==> src/rtl/rgmii_rx_deframer.sv <==
// RGMII receive deframer: turns IDDR-captured RXD/RX_CTL samples into a GMII byte stream,
// decodes in-band link status, optionally strips/validates preamble+SFD, and counts frames.
module rgmii_rx_deframer #(
  parameter bit RISE_LOW_NIBBLE = 1'b1,
  parameter bit AUTO_SPEED      = 1'b1,
  parameter bit STRIP_PREAMBLE  = 1'b1,
  parameter int CNT_W           = 16
) (
  input  logic             phy_rxc,
  input  logic             rst_n,
  input  logic [3:0]       d_rise,
  input  logic [3:0]       d_fall,
  input  logic             c_rise,
  input  logic             c_fall,
  input  logic [1:0]       speed_force,
  output logic [7:0]       gmii_rxd,
  output logic             gmii_rx_dv,
  output logic             gmii_rx_er,
  output logic             gmii_sof,
  output logic             gmii_eof,
  output logic             link_up,
  output logic [1:0]       speed,
  output logic             duplex,
  output logic [CNT_W-1:0] frame_cnt,
  output logic [CNT_W-1:0] err_cnt
);

  localparam logic [1:0]       SPD_1G  = 2'b10;
  localparam logic [1:0]       SPD_RST = AUTO_SPEED ? 2'b10 : 2'b00;
  localparam logic [CNT_W-1:0] CNT_ONE = CNT_W'(1);

  typedef enum logic [1:0] {S_IDLE, S_PRE, S_DATA, S_DROP} state_t;

  state_t     state, state_nx;
  logic [2:0] pre_cnt, pre_cnt_nx;
  logic       sof_arm, sof_arm_nx;
  logic       out_vld, out_sof, set_err;

  logic       dv, er, is_1g;
  logic       nib_pend, nib_er;
  logic [3:0] nib_lo;
  logic       byte_vld, byte_er;
  logic [7:0] byte_val;
  logic       end_frame, frame_bad, frame_err;

  logic [3:0] cand_nib;
  logic       cand_vld;
  logic [1:0] st_speed, spd_src;

  assign dv = c_rise;
  assign er = c_rise ^ c_fall;

  // Byte assembly: full byte per dv cycle at 1000M, low-then-high nibble pairs otherwise.
  always_comb begin
    is_1g    = (speed == SPD_1G);
    byte_vld = 1'b0;
    byte_er  = 1'b0;
    byte_val = 8'h00;
    if (dv) begin
      if (is_1g) begin
        byte_vld = 1'b1;
        byte_er  = er;
        byte_val = RISE_LOW_NIBBLE ? {d_fall, d_rise} : {d_rise, d_fall};
      end else if (nib_pend) begin
        byte_vld = 1'b1;
        byte_er  = er | nib_er;
        byte_val = {d_rise, nib_lo};
      end
    end
  end

  // A lone pending nibble at dv fall still counts as an (errored) frame end.
  assign end_frame = !dv && ((state != S_IDLE) || nib_pend);
  assign frame_bad = frame_err || nib_pend || (state != S_DATA);

  always_comb begin
    state_nx   = state;
    pre_cnt_nx = pre_cnt;
    sof_arm_nx = sof_arm;
    out_vld    = 1'b0;
    out_sof    = 1'b0;
    set_err    = 1'b0;
    if (end_frame) begin
      state_nx   = S_IDLE;
      pre_cnt_nx = 3'd0;
      sof_arm_nx = 1'b0;
    end else if (byte_vld) begin
      if (state == S_DATA || (state == S_IDLE && !STRIP_PREAMBLE)) begin
        state_nx   = S_DATA;
        out_vld    = 1'b1;
        out_sof    = (state == S_IDLE) || sof_arm;
        sof_arm_nx = 1'b0;
      end else if (state == S_IDLE || state == S_PRE) begin
        if (byte_val == 8'h55 && pre_cnt != 3'd7) begin
          state_nx   = S_PRE;
          pre_cnt_nx = pre_cnt + 3'd1;
        end else if (byte_val == 8'hD5) begin
          state_nx   = S_DATA;
          pre_cnt_nx = 3'd0;
          sof_arm_nx = 1'b1;
        end else begin
          state_nx = S_DROP;
          set_err  = 1'b1;
        end
      end
    end
  end

  always_ff @(posedge phy_rxc or negedge rst_n) begin
    if (!rst_n) begin
      state   <= S_IDLE;
      pre_cnt <= 3'd0;
      sof_arm <= 1'b0;
    end else begin
      state   <= state_nx;
      pre_cnt <= pre_cnt_nx;
      sof_arm <= sof_arm_nx;
    end
  end

  // gmii_rx_dv is a pure strobe with no ready: one byte per asserted cycle, never stalled.
  always_ff @(posedge phy_rxc or negedge rst_n) begin
    if (!rst_n) begin
      nib_pend   <= 1'b0;
      nib_lo     <= 4'h0;
      nib_er     <= 1'b0;
      frame_err  <= 1'b0;
      gmii_rxd   <= 8'h00;
      gmii_rx_dv <= 1'b0;
      gmii_rx_er <= 1'b0;
      gmii_sof   <= 1'b0;
      gmii_eof   <= 1'b0;
      frame_cnt  <= '0;
      err_cnt    <= '0;
    end else begin
      if (dv && !is_1g) begin
        nib_pend <= !nib_pend;
        nib_lo   <= d_rise;
        nib_er   <= er;
      end else begin
        nib_pend <= 1'b0;
      end
      if (end_frame)
        frame_err <= 1'b0;
      else if (byte_vld && (byte_er || set_err))
        frame_err <= 1'b1;
      gmii_rx_dv <= out_vld;
      gmii_rx_er <= out_vld && byte_er;
      gmii_sof   <= out_sof;
      gmii_eof   <= end_frame && (state == S_DATA);
      if (out_vld)
        gmii_rxd <= byte_val;
      if (end_frame) begin
        if (frame_bad) begin
          if (err_cnt != '1) err_cnt <= err_cnt + CNT_ONE;
        end else begin
          if (frame_cnt != '1) frame_cnt <= frame_cnt + CNT_ONE;
        end
      end
    end
  end

  // In-band status needs the same nibble in two consecutive idle (ctl=00) samples.
  assign spd_src = AUTO_SPEED ? st_speed : speed_force;

  always_ff @(posedge phy_rxc or negedge rst_n) begin
    if (!rst_n) begin
      cand_nib <= 4'h0;
      cand_vld <= 1'b0;
      link_up  <= 1'b0;
      duplex   <= 1'b0;
      st_speed <= 2'b10;
      speed    <= SPD_RST;
    end else begin
      if (!c_rise && !c_fall) begin
        cand_nib <= d_rise;
        cand_vld <= 1'b1;
        if (cand_vld && cand_nib == d_rise) begin
          link_up <= d_rise[0];
          duplex  <= d_rise[3];
          if (d_rise[2:1] != 2'b11) st_speed <= d_rise[2:1];
        end
      end
      if (state == S_IDLE && !dv && !nib_pend && spd_src != 2'b11)
        speed <= spd_src;
    end
  end

endmodule

==> config.mk <==
export PLATFORM = sky130hd
export DESIGN_NAME = rgmii_rx_deframer
export DESIGN_NICKNAME = d
export VERILOG_FILES = /design/src/rtl/rgmii_rx_deframer.sv
export SDC_FILE = /design/constraint.sdc
export NUM_CORES = 1
export LEC_CHECK = 0
export ABC_CLOCK_PERIOD_IN_PS = 3400
export CAP_MARGIN = 40
export CORE_ASPECT_RATIO = 1.5
export CORE_MARGIN = 1.5
export CORE_UTILIZATION = 25
export DETAILED_ROUTE_END_ITERATION = 16
export PLACE_DENSITY = 0.54
export SLEW_MARGIN = 15
export SYNTH_ARGS = -nofsm -noshare
export SYNTH_HDL_FRONTEND = slang
export SYNTH_SLANG_ARGS = --single-unit
==> constraint.sdc <==
create_clock -name phy_rxc -period 3.4 [get_ports phy_rxc]
set_input_delay 0.85 -clock phy_rxc [delete_from_list [all_inputs] [get_ports phy_rxc]]
set_output_delay 0.85 -clock phy_rxc [all_outputs]
set_load 0.1 [all_outputs]
After elaboration in Yosys (flattened, before gate mapping)

Cells that the tools add are included.

Eq/ne operators: 14
Bitwise logic cells: 3
Reductions and logical operators: 36
Multiplexer cells: 42
Add/sub/neg operators: 3

Operators by type and width:

| kind                                                             | count |
|---|---|
| 16-bit by 1-bit adder with 16-bit output (second input constant) | 2 |
| 16-bit != test (second input constant)                           | 2 |
| 1-bit 2-to-1 mux                                                 | 28 |
| 8-bit 2-to-1 mux                                                 | 3 |
| 3-bit 2-to-1 mux                                                 | 6 |
| 1-bit logical AND                                                | 11 |
| 2-bit 2-to-1 mux                                                 | 5 |
| 3-bit AND reduction                                              | 3 |
| 3-bit nonzero test                                               | 3 |
| 8-bit by 7-bit == test with 1-bit output (second input constant) | 1 |
| 8-bit == test (second input constant)                            | 1 |
| 2-bit != test (second input constant)                            | 4 |
| 4-bit AND reduction                                              | 2 |
| 2-bit nonzero test                                               | 4 |
| 1-bit logical OR                                                 | 6 |
| 3-bit != test (second input constant)                            | 2 |
| 2-bit == test (second input constant)                            | 2 |
| 4-bit == test                                                    | 1 |
| 1-bit logical NOT                                                | 4 |
| 2-bit AND reduction                                              | 2 |
| 3-bit by 1-bit adder with 3-bit output (second input constant)   | 1 |
| 2-bit by 1-bit == test with 1-bit output (second input constant) | 1 |
| 2-bit logical NOT                                                | 1 |
| 1-bit NOT                                                        | 1 |
| 2 further kinds                                                  | 2 |

Output and inout bits: 48
Bits in registers: 68
Word-level logic and storage cells: 118
Input port bits: 14

Logic depth before layout (Yosys ltp)

Depth after elaboration: 14
Gate-level depth with buffers: 8
Mapped depth without buffers: 6

Least setup slack after synthesis

OpenSTA, ideal clock, no wires.

Kind: reg2reg
Start point: reg speed[0]
End point: reg pre_cnt[1]
Buffers on the path: 1
Period minus slack after synthesis: 2.486 ns
Arrival: 2.365 ns
Cell stages (with the launch flop): 7
Slack: 0.914 ns
Data required time: 3.278 ns
Setup time: 0.122 ns
Cell sequence: dfrtp_1 nor2b_4 buf_6 nor4b_2 a41oi_1 or4_4 a32o_1

Longest elaborated chain between the ends: 10
Elaborated cells between the ends (all ways): 16
Classes of those cells: 3 x eq/ne; 9 x mux; 4 x reduce/logical

RTL lines:

| item                                     | line | source |
|---|---|---|
| start: declaration                       | 22   | `output logic [1:0] speed,` |
| start signal: assignment                 | 185  | `speed <= spd_src;` |
| 2-bit == test *                          | 55   | `is_1g = (speed == SPD_1G);` |
| 8-bit 2-to-1 mux                         | 60   | `if (is_1g) begin` |
| 8-bit 2-to-1 mux                         | 59   | `if (dv) begin` |
| 8-bit by 7-bit == test with 1-bit output | 94   | `if (byte_val == 8'h55 && pre_cnt != 3'd7) begin` |
| 1-bit logical AND                        | 94   |  |
| 3-bit 2-to-1 mux                         | 94   |  |
| 3-bit 2-to-1 mux                         | 93   | `end else if (state == S_IDLE \|\| state == S_PRE) begin` |
| 3-bit 2-to-1 mux                         | 88   | `if (state == S_DATA \|\| (state == S_IDLE && !STRIP_PREAMBLE)) begin` |
| 3-bit 2-to-1 mux                         | 87   | `end else if (byte_vld) begin` |
| 3-bit 2-to-1 mux                         | 83   | `if (end_frame) begin` |
| end signal: assignment                   | 116  | `pre_cnt <= pre_cnt_nx;` |
| end: declaration                         | 35   | `logic [2:0] pre_cnt, pre_cnt_nx;` |

Every way passes the cells marked *; elsewhere a longest branch is shown, timed or not. The select of a mux whose other input is x is not followed.
A chain may end at the register's enable or synchronous reset.

Worst setup path in the final report

Start point: in d_rise[0]
End point: reg pre_cnt[1]

Longest elaborated chain between the ends: 10
Elaborated cells between the ends (all ways): 13
Classes of those cells: 2 x eq/ne; 8 x mux; 3 x reduce/logical

RTL lines:

| item                                     | line | source |
|---|---|---|
| start: declaration                       | 11   | `input logic [3:0] d_rise,` |
| 8-bit 2-to-1 mux                         | 64   | `end else if (nib_pend) begin` |
| 8-bit 2-to-1 mux *                       | 60   |  |
| 8-bit 2-to-1 mux *                       | 59   |  |
| 8-bit by 7-bit == test with 1-bit output | 94   |  |
| 1-bit logical AND                        | 94   |  |
| 3-bit 2-to-1 mux                         | 94   |  |
| 3-bit 2-to-1 mux                         | 93   |  |
| 3-bit 2-to-1 mux                         | 88   |  |
| 3-bit 2-to-1 mux                         | 87   |  |
| 3-bit 2-to-1 mux                         | 83   |  |

Marked as above.

==> flow_summary.ini <==
[power]
vdd_drop_max_mv = 0.666
internal-power_mw = 1.98
pwr-share-seq = 0.324
netSwitchingFraction = 0.464
p_clk_frac = 0.247
p_leak_nw = 1.91
pwr-share-comb = 0.429
p_per_area_mw_per_mm2 = 878
power_mw = 3.69
p_sw_mw = 1.71

[logic_synthesis]
avgSynthCellArea_um2 = 10.7
synthDistinctLibCells = 48
synth-seq-area-share = 0.528
synth_edf_count = 0
synthesis.nets = 320
synth_area_leaders = dfrtp_1 51%, xnor2_1 5.2%, mux2_2 4.9%, nand2_1 4.1%, xor2_1 3.5%
synth_flop_cell = dfrtp_1
synthArstFlopShare = 1.00
synth-seq-cells = 68
synth_warnings = 0
synthCells = 301
synth_largest_area_cell = dfrtp_1
syn_area_mm2 = 0.00323
netlist.area_leader.share = 0.512

[clock_network]
clk_pin_slew_worst_paths_ns = 0.05
cts_root_buffer = clkbuf_16
cts_hold_buf = 0
clock_latency_ns = 0.33
ctsHtreeMaxLevel = 3
numCtsBuffers = 9
clock-sinks = 68
postCtsSetupRepairBufs = 0
cts_resized = 0
tritoncts = yes
clk_path_buf_depth = 2

[route]
vias = 2507
first_pass_iters = 7
avgRoutedWirePerCell_um = 14.3
wl_um = 7580
drt-vias-per-instance = 4.73
drc = 0
drt-initial-drc-count = 34
drt.antenna.violating_nets = 0

[status]
status = finished, final reports clean

[cells_and_area]
num_antenna_cells = 0
final_nets = 388
drive_gt1_frac = 0.243
final_area_mm2 = 0.00420
area_delta_synth_final_pct = 30.2

[worst_setup_path]
cp-start-kind = input port
crit_fanout = 7
reg2reg_slack_ns = 1.16
crit_required_ns = 3.61
arrival_ns = 2.92
endpoint_kind = flop
critical_path_class = input port to flop

[die]
fp.coreArea_mm2 = 0.0125
fp.dieArea_mm2 = 0.0136
initial_core_util = 0.258
ios = 62
die_w_um = 95.7
core.rowCount = 50
fp.dieH_um = 142

[placed_design]
placed_area_mm2 = 0.00391
place_congestion = 0.771
dp_hpwl_um = 5480
io_buffer_count = 59

[timing]
fin_tns_setup_ns = 0
finalCritPeriodShare = 0.796
fmax_ghz = 0.370
report.final.slew_viol_count = 0
worst_pin_slew_ns = 0.866
rsz0062_at_grt = no
finClkSkew_ns = 0.00598
fin_crit_ns = 2.71
slew_headroom = 0.416
setup_violations = 0
hold_viol = 0

[grt]
grt-ovfl-total = 0
grt_pass1_wl_um = 12600
grtUsageTotal = 0.120
met3_usage = 0.0272
use_met1 = 0.138
antenna_found_initial = 0
busiest_layer = met2
use_met2 = 0.195
grt_max_degree = 36
grt_pass1_vias = 2616

[flow_run]
cap_violations = 0

[worst_hold_path]
hp-class = flop to flop
-- through the flow --
stage,worst slack (ns),std cells,utilization,hold slack (ns)
after floorplan,0.914,301,-,0.439
after global placement,0.361,513,0.311,0.454
after detailed placement,0.356,514,0.313,0.462
after CTS,0.705,530,0.336,0.476
after global routing,0.616,530,0.336,0.500
final,0.694,530,0.336,0.467
-- worst paths after layout --
path                                 from         end  cells past startpoint
worst max-delay path            d_rise[0]  pre_cnt[1]                      6
worst min-delay path             cand_vld    cand_vld                      1
worst max register to register   speed[1]  pre_cnt[1]                      5
worst min register to register   cand_vld    cand_vld                      1
max in group asynchronous           rst_n    speed[1]                      2
min in group asynchronous           rst_n    cand_vld                      2
-- power groups by stage --
| stage | Combinational [mW] | Clock [mW] | Sequential [mW] |
|---|---|---|---|
| finish | 1.58 | 0.909 | 1.20 |
| global route | 1.66 | 0.977 | 1.23 |
| CTS | 1.60 | 0.939 | 1.20 |
| detailed placement | 1.59 | 0 | 1.21 |
| global placement | 1.57 | 0 | 1.20 |
| floorplan | 0.415 | 0 | 2.03 |
-- registers in the layout, summed over array words and instances, names as in the netlist, 2 cells and up --
name / flops
cand_nib: 4
frame_cnt: 16
pre_cnt: 3
spd_src: 2
speed: 2
gmii_rxd: 8
state: 2
err_cnt: 16
nib_lo: 4
-- worst max-delay path, stage by stage --
cell and delay (ns):
clkdlybuf4s50_1 0.64, nand4bb_1 0.16, nor4b_2 0.24, a41oi_1 0.14, or4_4 0.62, a32o_1 0.27
-- synthesized netlist by cell type (all sizes together) (2+ instances only) --
master  count
nor3       12
and2        2
nand3      13
dfrtp      66
a21boi      2
dfstp       2
nor2       22
nand3b      3
mux2i       3
and4        2
buf         6
a32o        2
o22a        2
or2         4
nand2      35
nand2b      2
nor4        5
xor2       13
ha          5
mux2       14
inv         7
o21ai      14
a41oi       2
nand4      11
a21oi       6
clkbuf      3
and3        9
or2b        2
xnor2      19
-- logic make-up (layout without fill, tap and decap cells) --
logic type,Yosys count,after routing,share of synthesized area
AO/OA/AOI/OAI,35,35,0.0710
AND/OR/NAND/NOR,128,128,0.212
adder cells (fa/ha/maj),5,5,0.0194
multiplexers,17,17,0.0582
flip-flops,68,68,0.528
buffers and inverters,16,89,0.0244
XOR/XNOR,32,32,0.0869
-- cell type report --
cell class | instances | area, µm²
multi-input cells | 217 | 1440
inverters | 7 | 26.3
clock buffers | 14 | 254
clock inverters | 2 | 35.0
flip-flops and latches | 68 | 1700
repair buffers | 66 | 543
well taps | 156 | 195
fillers | 1299 | 8310
-- layer usage --
layer  wire (µm)  share of wire
met1        3160           0.42
met2        3800           0.50
met3         340          0.045
met4         280          0.037
met5           0              0
-- layout by cell type, fill, tap and decap left out, types with 3 or more instances in the layout --
cell              n
ha_1              5
clkdlybuf4s50_1  10
nand3b_1          3
a21oi_1           6
o21ai_0          13
and3_1            9
or2_2             3
nor3_1           12
clkbuf_1          4
nand3_1          13
clkbuf_16         9
mux2i_1           3
dfrtp_1          66
xor2_1           13
nor2_1           22
nand2_1          35
mux2_2           14
nor4_1            4
xnor2_1          19
nand4_1          11
buf_4            53
inv_1             7
Power figures use the tool's default switching activity.
